File: src/rtl/account_balance.sv
// account_balance: saturating deposit/withdraw balance with sequential double-dabble BCD conversion
module account_balance #(
  parameter int WIDTH    = 14,
  parameter int DIGITS   = 4,
  parameter int STEP     = 1,
  parameter int MAX_BAL  = 9999,
  parameter int INIT_BAL = 0
) (
  input  logic                  clk,
  input  logic                  reset,
  input  logic                  count_up,
  input  logic                  count_down,
  output logic [WIDTH-1:0]      balance,
  output logic [4*DIGITS-1:0]   bcd_digits,
  output logic                  bcd_valid,
  output logic                  overflow_err,
  output logic                  underflow_err
);
  localparam int CW = $clog2(WIDTH + 1);
  typedef enum logic [1:0] {IDLE, SHIFT, DONE} state_t;
  state_t r_state, w_next;
  logic [WIDTH-1:0] r_bal, r_snap;
  logic [4*DIGITS-1:0] r_scr, r_bcd, w_adj;
  logic [CW-1:0] r_cnt;
  logic r_pend, r_valid, r_ovf, r_udf;
  logic [WIDTH:0] w_sum;
  logic w_inc, w_dec, w_cap;
  assign w_sum = {1'b0, r_bal} + (WIDTH+1)'(STEP);
  assign w_inc = count_up & ~count_down & (w_sum <= (WIDTH+1)'(MAX_BAL));
  assign w_dec = count_down & ~count_up & (r_bal >= WIDTH'(STEP));
  assign w_cap = (r_state == IDLE) & r_pend;
  for (genvar i = 0; i < DIGITS; i++) begin : g_adj
    assign w_adj[4*i+:4] = r_scr[4*i+:4] >= 4'd5 ? r_scr[4*i+:4] + 4'd3 : r_scr[4*i+:4];
  end
  always_comb begin
    w_next = r_state;
    w_next = r_state == IDLE  ? (r_pend ? SHIFT : IDLE) :
             r_state == SHIFT ? (r_cnt == CW'(WIDTH - 1) ? DONE : SHIFT) : IDLE;
  end
  always_ff @(posedge clk) begin
    if (reset) r_state <= IDLE;
    else r_state <= w_next;
  end
  always_ff @(posedge clk) begin
    if (reset) begin
      r_bal   <= WIDTH'(INIT_BAL);
      r_pend  <= 1'b1;
      r_ovf   <= 1'b0;
      r_udf   <= 1'b0;
      r_valid <= 1'b0;
      r_bcd   <= '0;
      r_snap  <= '0;
      r_scr   <= '0;
      r_cnt   <= '0;
    end else begin
      r_bal   <= w_inc ? w_sum[WIDTH-1:0] : w_dec ? r_bal - WIDTH'(STEP) : r_bal;
      r_ovf   <= count_up & ~count_down & ~w_inc;
      r_udf   <= count_down & ~count_up & ~w_dec;
      // a change on the capture edge must re-arm pending, so set wins over clear
      r_pend  <= w_inc | w_dec | (r_pend & ~w_cap);
      r_valid <= r_state == DONE;
      if (w_cap) begin
        r_snap <= r_bal;
        r_scr  <= '0;
        r_cnt  <= '0;
      end else if (r_state == SHIFT) begin
        {r_scr, r_snap} <= {w_adj, r_snap} << 1;
        r_cnt           <= r_cnt + CW'(1);
      end
      if (r_state == DONE) r_bcd <= r_scr;
    end
  end
  assign balance       = r_bal;
  assign bcd_digits    = r_bcd;
  assign bcd_valid     = r_valid;
  assign overflow_err  = r_ovf;
  assign underflow_err = r_udf;
endmodule

File: config.mk
export PLATFORM = sky130hd
export DESIGN_NAME = account_balance
export DESIGN_NICKNAME = d
export VERILOG_FILES = /design/src/rtl/account_balance.sv
export SDC_FILE = /design/constraint.sdc
export NUM_CORES = 1
export LEC_CHECK = 0
export ABC_AREA = 0
export CAP_MARGIN = 20
export CORE_ASPECT_RATIO = 0.6
export CORE_UTILIZATION = 41
export CTS_CLUSTER_SIZE = 16
export DETAILED_ROUTE_END_ITERATION = 10
export PLACE_DENSITY = 0.59
export SKIP_LAST_GASP = 1
export SYNTH_ARGS = -nofsm -noshare
export SYNTH_HDL_FRONTEND = slang
export SYNTH_SLANG_ARGS = --single-unit
export TNS_END_PERCENT = 100
File: constraint.sdc
create_clock -name clk -period 4.5 [get_ports clk]
set_input_delay 0.9 -clock clk [delete_from_list [all_inputs] [get_ports clk]]
set_output_delay 0.9 -clock clk [all_outputs]
set_load 0.03 [all_outputs]
==> run summary <==
Clock Path Buffers: 2
# hold bufs at CTS: 0
portion of total power attributed to sequential cells: 37.7%
Post-CTS Setup Repair Bufs: 0
Post-synth EDFFs: 0
area growth from synthesis to final layout: 18.2%
number of fillers in the final layout: 884
root buffer cell: sky130_fd_sc_hd__clkbuf_16
setup skew after layout: 0.00704 ns
reported max-cap violation count: 0
placed cell areas: 4200 um^2
slowest cell on the critical path: sky130_fd_sc_hd__dfxtp_1
run status: complete, no violations
Vert. Die Dim: 77.1 um
number of violations reported at the end of detailed-routing iteration 0: 261
Sw Share: 32.2%
Worst Hold Class: register to register
final antenna diode count: 0
via total after detailed routing: 3592
post-synth design cell area: 3850 um^2
final weighted congestion in routability-driven placement: 0.906
Horiz. Die Dim: 127 um
net switching power: 669 uW
post-detailed-route DRC marker count: 0
Ys Warns: 0
Routed Antenna Nets: 0
detail-routed net length per standard cell: 15.6 um
top cells by instance count after synthesis: sky130_fd_sc_hd__nand2_1, sky130_fd_sc_hd__dfxtp_1, sky130_fd_sc_hd__a21oi_1, sky130_fd_sc_hd__nor2_1, sky130_fd_sc_hd__clkbuf_1
cell taking the most area after synthesis: sky130_fd_sc_hd__dfxtp_1
total CTS buffers: 9
average cell area after synthesis: 7.80 um^2
total half-perimeter wirelength after legalization and detailed placement: 6.81 mm
worst skew pair latency: 0.33 ns
clock slew at the register clock pins of the worst setup and hold paths: 0.06 ns
Internal Dissipation: 1410 uW
clock group share of total power: 39.8%
met3 WL: 814 um
count of final max-slew check failures: 0
most common cell in the netlist: sky130_fd_sc_hd__nand2_1
fraction of final layout cells sized beyond drive strength 1: 7.23%
Met1 Wirelength: 5.28 mm
post-layout instance area: 4550 um^2
combinational share of power: 22.4%
number of H-tree levels: 3
top achievable clock speed: 289 MHz
peak ir drop on the vdd network: 245 uV
floorplan core area: 8820 um^2
area fraction of the dominant cell type after synthesis: 36.4%
sequential fraction of the synthesis area: 36.4%
required time of the critical path: 4.72 ns
num ports: 37
Crit path arrival time: 3.68 ns
Hold Violations, Final: 0
number of distinct library cells after synthesis: 61
net total in the final layout: 525
setup repair after global routing missed its margin: false
leakage power of the design: 0.00156 uW
pin count of the biggest net entering global routing: 36
sum of negative setup slack: 0 ns
# rows: 26
quantity of gates resized following cts: 0
drt total wl: 9.94 mm
normalized max-slew margin: 41.7%
Placed Instances: 621
global-route congestion overflow total: 0
highest metal used: met4
most used flip-flop cell after synthesis: sky130_fd_sc_hd__dfxtp_1
met2 routed wirelength: 3.80 mm
worst stage delay on the critical path: 0.71 ns
first-pass GRT wire length: 16.2 mm
number of global-route vias before repair: 3110
number of synthesized register bits: 70
period utilisation layout: 76.8%
actual slew at the worst max-slew pin: 0.871 ns
count of port buffers added during placement: 36
number of antenna violations at the first check in global routing: 0
Total Routing Usage GR: 21.2%
Vias/cell: 5.63
critical path fanouts, max: 17
gate count of the mapped netlist: 494
crit path cell chain: ha_1 -> and4_1 -> nand4_1 -> a211oi_2 -> a211o_1 -> a31o_1 -> a32oi_1 -> mux2_1
top post-synthesis cells by area: sky130_fd_sc_hd__dfxtp_1, sky130_fd_sc_hd__nand2_1, sky130_fd_sc_hd__a21oi_1
critical path launch point type: register
clock tree from TritonCTS: yes
min cycle time layout: 3.46 ns
clock sink count: 70
CP endpoint kind: register
ratio of total power to cell area: 457 nW/um^2
overall power after layout: 2080 uW
startpoint-to-endpoint class of the critical path: register to register
Post-Layout Cell Count: 638
drt first pass iters: 5
post-synthesis net count: 512
starting utilization of the core area: 43.7%
number of endpoints failing setup at the final stage: 0
DIE AREA: 9800 um^2
proportion of synthesized flip-flops having asynchronous set or reset: 0%
## cell type report
| class | count | area, um^2 | share of cell area [%] |
|---|---|---|---|
| inverters | 13 | 48.8 | 1.07 |
| repair buffers | 41 | 393 | 8.63 |
| flip-flops and latches | 70 | 1400 | 30.8 |
| multi-input cells | 372 | 2200 | 48.4 |
| clock buffers | 10 | 239 | 5.25 |
| clock inverters | 6 | 109 | 2.39 |
| well taps | 126 | 158 | 3.46 |
## critical path: cells and delay by family, from the launching register on
| family | cells | cell delay (ns) |
|---|---|---|
| AOI/OAI and AO/OA | 4 | 1.28 |
| DFF | 1 | 0.71 |
| adders and majority gates | 1 | 0.57 |
| and+or+nand+nor | 2 | 0.46 |
| muxes | 1 | 0.33 |
## power groups by stage
stage                     Clock, uW  Combinational (uW)  Sequential (uW)
after floorplan                   0                 345              768
after global placement            0                 460              794
after detailed placement          0                 461              795
after CTS                       844                 463              782
after global routing            873                 507              796
final                           828                 466              784
## registers in the layout, indices dropped and copies added (netlist names)
signal and cells:
r_snap 14, overflow_err 1, r_state 2, balance 14
r_cnt 4, underflow_err 1, bcd_digits 16, r_pend 1
bcd_valid 1, r_scr 16
## per-stage QoR
stage / setup slack (ns) / hold WS [ns] / utilization (%)
after floorplan: 1.86 / 0.432 / -
after global placement: 1.22 / 0.439 / 47.6
after detailed placement: 1.13 / 0.447 / 47.6
after CTS: 1.14 / 0.455 / 51.5
after global routing: 0.851 / 0.469 / 51.6
final: 1.04 / 0.452 / 51.6
## worst paths after layout
path	endpoint	start	cells past startpoint	slack, ns
worst max-delay path	balance[2]	balance[0]	8	1.04
worst min-delay path	bcd_digits[3]	bcd_digits[3]	2	0.45
worst max register to register	balance[2]	balance[0]	8	1.04
worst min register to register	bcd_digits[3]	bcd_digits[3]	2	0.45
## kinds of logic after synthesis
logic type | after synthesis | synth area share (%)
buffers and inverters | 52 | 6.47
multiplexers | 5 | 1.46
adder cells (fa/ha/maj) | 14 | 4.55
AND/OR/NAND/NOR | 216 | 28.0
flip-flops | 70 | 36.4
AO/OA/AOI/OAI | 123 | 19.9
XOR/XNOR | 14 | 3.18
## routing by layer
layer  global-route usage [%]  vias up
met4                     5.00        0
li1                         -     1767
met1                     31.9     1699
met5                        0        -
met2                     28.1      122
met3                     7.47        4
## cells in the final DEF, fill, tap and decap left out, types with 4 or more instances in the layout
master / instances
sky130_fd_sc_hd__nor3_1: 19
sky130_fd_sc_hd__xnor2_1: 6
sky130_fd_sc_hd__nor2_1: 34
sky130_fd_sc_hd__dfxtp_1: 70
sky130_fd_sc_hd__and3_1: 6
sky130_fd_sc_hd__xor2_1: 8
sky130_fd_sc_hd__a22oi_1: 13
sky130_fd_sc_hd__a21oi_1: 61
sky130_fd_sc_hd__clkdlybuf4s50_1: 35
sky130_fd_sc_hd__clkbuf_16: 9
sky130_fd_sc_hd__nor2b_1: 11
sky130_fd_sc_hd__a211o_1: 4
sky130_fd_sc_hd__buf_4: 5
sky130_fd_sc_hd__ha_1: 14
sky130_fd_sc_hd__mux2_2: 4
sky130_fd_sc_hd__nand4_1: 9
sky130_fd_sc_hd__nand2b_1: 11
sky130_fd_sc_hd__inv_1: 13
sky130_fd_sc_hd__nand3_1: 15
sky130_fd_sc_hd__o21ai_0: 13
sky130_fd_sc_hd__nand2_1: 85
sky130_fd_sc_hd__a211oi_1: 5
No activity file was read; power rests on OpenSTA's default activity.
